### config.mk
export PLATFORM = sky130hd
export DESIGN_NAME = video_timing_gen
export DESIGN_NICKNAME = d
export VERILOG_FILES = /design/src/rtl/video_timing_gen.sv
export SDC_FILE = /design/constraint.sdc
export NUM_CORES = 1
export LEC_CHECK = 0
export CAP_MARGIN = 20
export CORE_AREA = 2 2 77 79
export CTS_CLUSTER_DIAMETER = 150
export DETAILED_ROUTE_END_ITERATION = 10
export DIE_AREA = 0 0 79 81
export PLACE_DENSITY_LB_ADDON = 0.1
export SLEW_MARGIN = 20
export SYNTH_ARGS = -nofsm -noshare
export SYNTH_HDL_FRONTEND = slang
export SYNTH_SLANG_ARGS = --single-unit
### constraint.sdc
create_clock -name pixel_clk -period 2.2 [get_ports pixel_clk]
set_clock_uncertainty 0.1 [all_clocks]
set_input_delay 0.44 -clock pixel_clk [delete_from_list [all_inputs] [get_ports pixel_clk]]
set_output_delay 0.44 -clock pixel_clk [all_outputs]
set_load 0.03 [all_outputs]
### src/rtl/video_timing_gen.sv
// video_timing_gen: source-side vs/hs/de generator with active-pixel coordinates.
// Define VTG_COLORBAR_EN to add the rgb_out colour-bar test pattern.
module video_timing_gen #(
  parameter int H_ACTIVE = 1920,
  parameter int H_FP     = 88,
  parameter int H_SYNC   = 44,
  parameter int H_BP     = 148,
  parameter int V_ACTIVE = 1080,
  parameter int V_FP     = 4,
  parameter int V_SYNC   = 5,
  parameter int V_BP     = 36,
  parameter int HS_POL   = 1,
  parameter int VS_POL   = 1
) (
  input  logic        pixel_clk,
  input  logic        rst_n,
  input  logic        en,
  output logic        vs_out,
  output logic        hs_out,
  output logic        de_out,
  output logic [11:0] pixel_x,
  output logic [11:0] pixel_y,
  output logic        frame_start,
  output logic        busy
`ifdef VTG_COLORBAR_EN
  ,
  output logic [23:0] rgb_out
`endif
);

  localparam int H_TOTAL = H_ACTIVE + H_FP + H_SYNC + H_BP;
  localparam int V_TOTAL = V_ACTIVE + V_FP + V_SYNC + V_BP;

  localparam logic [11:0] H_LAST = 12'(H_TOTAL - 1);
  localparam logic [11:0] H_ACT  = 12'(H_ACTIVE);
  localparam logic [11:0] H_SS   = 12'(H_ACTIVE + H_FP);
  localparam logic [11:0] H_SE   = 12'(H_ACTIVE + H_FP + H_SYNC);

  localparam logic [11:0] V_LAST = 12'(V_TOTAL - 1);
  localparam logic [11:0] V_ACT  = 12'(V_ACTIVE);
  localparam logic [11:0] V_SS   = 12'(V_ACTIVE + V_FP);
  localparam logic [11:0] V_SE   = 12'(V_ACTIVE + V_FP + V_SYNC);

  localparam logic HS_ACT = (HS_POL != 0);
  localparam logic VS_ACT = (VS_POL != 0);

  // START is a one-cycle arming state so the counters enter RUN at (0,0)
  typedef enum logic [1:0] {
    S_IDLE,
    S_START,
    S_RUN,
    S_DRAIN
  } state_t;

  state_t      state_q, state_d;
  logic [11:0] h_q, h_d;
  logic [11:0] v_q, v_d;

  logic        vs_q, vs_d;
  logic        hs_q, hs_d;
  logic        de_q, de_d;
  logic [11:0] px_q, px_d;
  logic [11:0] py_q, py_d;
  logic        fs_q, fs_d;
  logic        busy_q, busy_d;

  logic live;
  logic h_wrap;
  logic eof;
  logic hs_in;
  logic vs_in;

  assign live   = (state_q == S_RUN) || (state_q == S_DRAIN);
  assign h_wrap = (h_q == H_LAST);
  assign eof    = live && h_wrap && (v_q == V_LAST);
  assign hs_in  = live && (h_q >= H_SS) && (h_q < H_SE);
  assign vs_in  = live && (v_q >= V_SS) && (v_q < V_SE);

  // Run/stop sequencing; stops only on a frame boundary
  always_comb begin
    state_d = state_q;
    unique case (state_q)
      S_IDLE: begin
        if (en) state_d = S_START;
      end
      S_START: begin
        state_d = S_RUN;
      end
      S_RUN: begin
        if (!en) state_d = eof ? S_IDLE : S_DRAIN;
      end
      S_DRAIN: begin
        if (en)       state_d = S_RUN;
        else if (eof) state_d = S_IDLE;
      end
      default: state_d = S_IDLE;
    endcase
  end

  // Raster counters: free-run while live, parked at (0,0) otherwise
  always_comb begin
    h_d = 12'd0;
    v_d = 12'd0;
    if (live) begin
      h_d = h_wrap ? 12'd0 : h_q + 12'd1;
      v_d = v_q;
      if (h_wrap) v_d = (v_q == V_LAST) ? 12'd0 : v_q + 12'd1;
    end
  end

  // Output decode from the current counter state, registered one cycle later
  always_comb begin
    de_d   = live && (h_q < H_ACT) && (v_q < V_ACT);
    hs_d   = hs_in ? HS_ACT : ~HS_ACT;
    vs_d   = vs_in ? VS_ACT : ~VS_ACT;
    fs_d   = live && (h_q == 12'd0) && (v_q == 12'd0);
    busy_d = (state_q != S_IDLE);
    px_d   = px_q;
    py_d   = py_q;
    if (!live) begin
      px_d = 12'd0;
      py_d = 12'd0;
    end else if (de_d) begin
      px_d = h_q;
      py_d = v_q;
    end
  end

  // State, counters and output registers
  always_ff @(posedge pixel_clk or negedge rst_n) begin
    if (!rst_n) begin
      state_q <= S_IDLE;
      h_q     <= 12'd0;
      v_q     <= 12'd0;
      vs_q    <= ~VS_ACT;
      hs_q    <= ~HS_ACT;
      de_q    <= 1'b0;
      px_q    <= 12'd0;
      py_q    <= 12'd0;
      fs_q    <= 1'b0;
      busy_q  <= 1'b0;
    end else begin
      state_q <= state_d;
      h_q     <= h_d;
      v_q     <= v_d;
      vs_q    <= vs_d;
      hs_q    <= hs_d;
      de_q    <= de_d;
      px_q    <= px_d;
      py_q    <= py_d;
      fs_q    <= fs_d;
      busy_q  <= busy_d;
    end
  end

  assign vs_out      = vs_q;
  assign hs_out      = hs_q;
  assign de_out      = de_q;
  assign pixel_x     = px_q;
  assign pixel_y     = py_q;
  assign frame_start = fs_q;
  assign busy        = busy_q;

`ifdef VTG_COLORBAR_EN
  localparam int BAR_WI = (H_ACTIVE / 8) < 1 ? 1 : (H_ACTIVE / 8);
  localparam logic [11:0] BAR_LAST = 12'(BAR_WI - 1);

  logic [2:0]  bar_q, bar_d;
  logic [11:0] col_q, col_d;
  logic [23:0] rgb_q, rgb_d;

  function automatic logic [23:0] bar_color(input logic [2:0] b);
    logic [23:0] c;
    c = 24'h000000;
    unique case (b)
      3'd0: c = 24'hFFFFFF;
      3'd1: c = 24'hFFFF00;
      3'd2: c = 24'h00FFFF;
      3'd3: c = 24'h00FF00;
      3'd4: c = 24'hFF00FF;
      3'd5: c = 24'hFF0000;
      3'd6: c = 24'h0000FF;
      3'd7: c = 24'h000000;
      default: c = 24'h000000;
    endcase
    return c;
  endfunction

  // Bar index follows h_cnt via a per-bar column counter; last bar absorbs remainder
  always_comb begin
    bar_d = 3'd0;
    col_d = 12'd0;
    if (live && (h_d != 12'd0)) begin
      if ((bar_q != 3'd7) && (col_q == BAR_LAST)) begin
        bar_d = bar_q + 3'd1;
        col_d = 12'd0;
      end else begin
        bar_d = bar_q;
        col_d = col_q + 12'd1;
      end
    end
    rgb_d = de_d ? bar_color(bar_q) : 24'h000000;
  end

  // Colour-bar tracking and registered pixel colour
  always_ff @(posedge pixel_clk or negedge rst_n) begin
    if (!rst_n) begin
      bar_q <= 3'd0;
      col_q <= 12'd0;
      rgb_q <= 24'h000000;
    end else begin
      bar_q <= bar_d;
      col_q <= col_d;
      rgb_q <= rgb_d;
    end
  end

  assign rgb_out = rgb_q;
`else
`endif

endmodule
* Yosys cells after proc, flatten, opt, wreduce, memory -nomap -nowiden
Index checks and enable logic that the tools add are counted.
** Word-level totals
- Bits in registers :: 55
- Latch bits :: 0
- Bits in writable memories :: 0
- Memory bits (read-only) :: 0
- Word-level logic and storage cells :: 61
- Memories kept :: 0
** Cells by class
- Add/sub/neg operators :: 2
- $mul :: 0
- Div/mod/pow operators :: 0
- Magnitude comparators :: 6
- Equality and inequality tests :: 10
- Shift operators :: 0
- Mux-type cells :: 17
- Bitwise logic cells :: 0
- Reductions and logical operators :: 16
** Operators with widths (count)
- 2-to-1 mux 12 bit :: 9
- less-than comparator 12 x 11 -> 1 bit, second input constant :: 3
- adder 12 x 1 -> 12 bit, second input constant :: 2
- >= comparator 12 x 11 -> 1 bit, second input constant :: 2
- zero test 12 bit :: 2
- equality test 12 x 11 -> 1 bit, second input constant :: 1
- equality test 12 bit, second input constant :: 1
- less-than comparator 12 bit, second input constant :: 1
- logical AND 1 bit :: 10
- 2-to-1 mux 2 bit :: 5
- case mux 2 bit (4 select lines) :: 1
- != test 2 bit, second input constant :: 3
- equality test 2 bit, second input constant :: 2
- != test 3 bit, second input constant :: 1
- AND reduction 3 bit :: 1
- equality test 2 x 1 -> 1 bit, second input constant :: 1
- zero test 2 bit :: 1
- 2-to-1 mux 1 bit :: 2
- != test 2 x 1 -> 1 bit, second input constant :: 1
- nonzero test 2 bit :: 1
- logical OR 1 bit :: 1

* Longest topological paths before layout
- Depth in word-level cells :: 7
- Mapped depth :: 8
- Mapped depth without buffers :: 6

* Least setup slack after synthesis
OpenSTA, ideal clock, no wires.
- Path kind :: register to register
- Start :: reg v_q[7]
- End :: reg state_q[1]
- Library setup time :: 124 ps
- Arrival :: 1854 ps
- Required time :: 1976 ps
- Slack :: 122 ps
- Cell stages (with the launch flop) :: 6
- Buffers on the path :: 2
- Cells stage by stage :: dfrtp_1 > or3_4 > or4_1 > buf_2 > buf_6 > o31a_1
** Between the ends
- Longest elaborated chain between the ends :: 5
- Elaborated cells between the ends (all ways) :: 7
- Classes of those cells :: eq/ne: 2; mux: 3; reduce/logical: 2
** RTL lines
- start: declaration :: line 57 : logic [11:0] v_q, v_d;
- start signal: assignment :: line 145 : v_q <= v_d;
- equality test 12 x 11 -> 1 bit (*) :: line 75 : assign eof = live && h_wrap && (v_q == V_LAST);
- logical AND 1 bit (*) :: line 75
- 2-to-1 mux 2 bit (2 in series) :: line 90 : if (!en) state_d = eof ? S_IDLE : S_DRAIN;
- case mux 2 bit (4 select lines) :: line 82 : unique case (state_q)
- end signal: assignment :: line 143 : state_q <= state_d;
- end: declaration :: line 55 : state_t state_q, state_d;
Mark *: on every way between the ends. The rest lies on a longest branch, timed or not. The select of a mux whose other input is x is not followed.
A chain may end at the register's enable or synchronous reset.

* Final worst setup path
Ends and elaborated chain as after synthesis.

==> impl_metrics.csv <==
group,metric,value,unit
global_route,grt_max_degree,36,
synthesis,syn-num-nets,277,
status,failed_checks,"negative hold slack",
synthesis,yosys.cell_types.count,38,
sta,worstMarginPinSlew,0.500,ns
synthesis,netlist_area,0.00270,mm²
layout,fin_nets,319,
synthesis,synth_mux_area_frac,0.0889,
pwr,peakVddDrop,573,µV
clocking,cts_buffers,5,
synthesis,syn_avg_cell_area,10.0,µm²
drt,routed_via_density,5.52,
clocking,post_cts_buffers,0,
sta,setup_viol,0,
setup_path,r2r_slack,0.12,ns
clocking,cts_sinks,55,
run,maxCapViolations,0,
setup_path,required,2.30,ns
drt,drcViolationCount,0,
placement,io_buffers,31,
synthesis,synth_compound_area_frac,0.0907,
synthesis,synthXorXnorAreaFrac,0.0356,
clocking,cts_buffer_depth,2,
global_route,grt_pass1_wl,10.4,mm
pwr,power.total,2530,µW
pwr,p_leak,0.00154,µW
clocking,cts_resized,0,
synthesis,seq_area_frac_synth,0.509,
synthesis,synth_top_family_by_area,"simple AND/OR/NAND/NOR gates",
sta,max_freq,0.481,GHz
floorplanning,io-pin-count,32,
clocking,clk_latency,0.31,ns
placement,place_congestion,0.891,
global_route,grt_overflow,0,
layout,syn_to_final_growth,22.7,%
status,status,"finished with violations",
sta,min_period,2.08,ns
floorplanning,start_util,0.476,
drt,first_pass_iters,5,
synthesis,synthCells,269,
setup_path,path_class,"reg -> reg",
synthesis,ys_warn_count,0,
synthesis,synthSimpleGateAreaFrac,0.191,
global_route,antenna_found_initial,0,
floorplanning,fp.dieW,79,µm
floorplanning,die_y,81,µm
layout,layout_common_cells,"55 x dfrtp_1, 32 x nand2_1, 30 x clkdlybuf4s50_1",
floorplanning,dieArea,0.00640,mm²
layout,final_common_cell,"dfrtp_1",
floorplanning,rows,28,
clocking,tritoncts,"done",
sta,hold_viol,20,
synthesis,ys_ff_latch,55,
sta,finalMaxSlewViolations,0,
clocking,hold_buffers,0,
clocking,root_buffer,"clkbuf_8",
drt,ant_nets,0,
sta,rsz0062_at_grt,"no",
worst_hold_path,min_path_type,"in -> async",
floorplanning,core,0.00568,mm²
placement,hpwl,4.15,mm
clocking,htree_levels,2,
sta,slew-limit-headroom,0.667,
setup_path,critPathArrivalTime,2.18,ns
sta,period_share,0.946,
synthesis,synth_fa_ha_area_frac,0.0231,
drt,dr_total_vias,2135,
pwr,power.density,763,mW/mm²
setup_path,path_max_fanout,5,
setup_path,end_kind,"flop",
sta,hold_ws,-0.0131,ns
drt,drtIter0Drc,117,
global_route,grt_pass1_vias,2105,
drt,wl_per_cell,15.4,µm
layout,n_antenna_cell,0,
layout,nFillCells,526,
setup_path,start_kind,"flop",
clocking,cts.clk_slew.worst_paths,0.10,ns
sta,setup_tns,0,ns
layout,drive_gt1_frac,0.109,
drt,routed_wl,5.96,mm
global_route,grt_usage,0.209,
-- cells in the mapped netlist --
cell,count,area share
o31a_1,4,0.013
a41oi_1,2,0.0065
a21oi_4,1,0.0060
o21ai_0,5,0.0093
nand3_1,10,0.019
ha_1,5,0.023
a31oi_1,3,0.0069
or4_1,2,0.0056
o22ai_1,1,0.0023
o21a_1,3,0.0083
dfrtp_1,55,0.51
nor3_1,7,0.013
nor3_2,1,0.0037
nor4_1,8,0.019
mux2i_1,24,0.089
nor2_1,21,0.029
nand2b_1,3,0.0069
a21oi_1,1,0.0019
or2_2,2,0.0046
xnor2_1,11,0.036
a211oi_1,1,0.0028
nand2_1,32,0.044
nand4_1,10,0.023
and3_1,2,0.0046
or3_4,1,0.0042
o221ai_1,2,0.0065
o2111ai_1,5,0.016
inv_1,23,0.032
and2_1,1,0.0023
buf_6,1,0.0042
a311o_2,1,0.0042
o31ai_1,1,0.0028
o41a_1,1,0.0042
buf_2,4,0.0074
clkbuf_1,9,0.012
buf_4,2,0.0056
nand4b_1,2,0.0065
nor3b_1,2,0.0056
-- flip-flops by register name, indices dropped and copies added (netlist names) --
name / count
h_q: 12
frame_start: 1
pixel_y: 12
vs_out: 1
v_q: 12
hs_out: 1
de_out: 1
pixel_x: 12
state_q: 2
busy: 1
-- critical path: stages, from the launching register on --
cell and delay [ns]:
dfrtp_1 0.39, or3_4 0.40, or4_1 0.61, buf_4 0.19, o31a_1 0.27
-- metal layers --
| metal | GRT usage | share of wire | vias to the layer above |
|---|---|---|---|
| met2 | 0.322 | 0.47 | 55 |
| met5 | 0 | 0 | - |
| li1 | - | - | 1022 |
| met1 | 0.299 | 0.47 | 1048 |
| met3 | 0.0411 | 0.046 | 10 |
| met4 | 0.0638 | 0.014 | 0 |
-- per-stage QoR --
stage	setup slack, ns	std cells	util	area (µm²)
5_1_grt	0.0356	387	0.584	3320
2_1_floorplan	0.122	269	-	2700
3_5_place_dp	0.155	379	0.565	3210
4_1_cts	0.132	387	0.583	3310
3_3_place_gp	0.172	379	0.565	3210
6_report	0.119	387	0.584	3320
-- worst paths after layout --
| kind | startpoint | endpoint | depth (start not counted) |
|---|---|---|---|
| worst max-delay path | v_q[7] | state_q[1] | 4 |
| worst min-delay path | rst_n | de_out | 1 |
| worst max register to register | v_q[7] | state_q[1] | 4 |
| worst min register to register | state_q[0] | busy | 1 |
| max in group asynchronous | rst_n | frame_start | 2 |
| min in group pixel_clk | state_q[0] | busy | 1 |
-- cell type report --
cell class | instances | area, µm² | share of cell area
Sequential cell | 55 | 1380 | 0.415
Inverter | 23 | 86.3 | 0.0260
Timing Repair Buffer | 51 | 493 | 0.149
Multi-Input combinational cell | 175 | 1170 | 0.352
Tap cell | 75 | 93.8 | 0.0283
Clock buffer | 8 | 100 | 0.0302
-- where the power goes --
group          internal (µW)  switching [µW]
Combinational            280             398
Sequential              1130             112
Clock                    288             317
-- cell families (layout without fill, tap and decap cells) --
logic type | count (synthesis) | after routing
multiplexers | 24 | 24
AO/OA/AOI/OAI | 31 | 31
flip-flops | 55 | 55
AND/OR/NAND/NOR | 104 | 104
XOR/XNOR | 11 | 11
buffers and inverters | 39 | 82
adder cells (fa/ha/maj) | 5 | 5
Note: power is estimated with default switching activity, not from simulation.
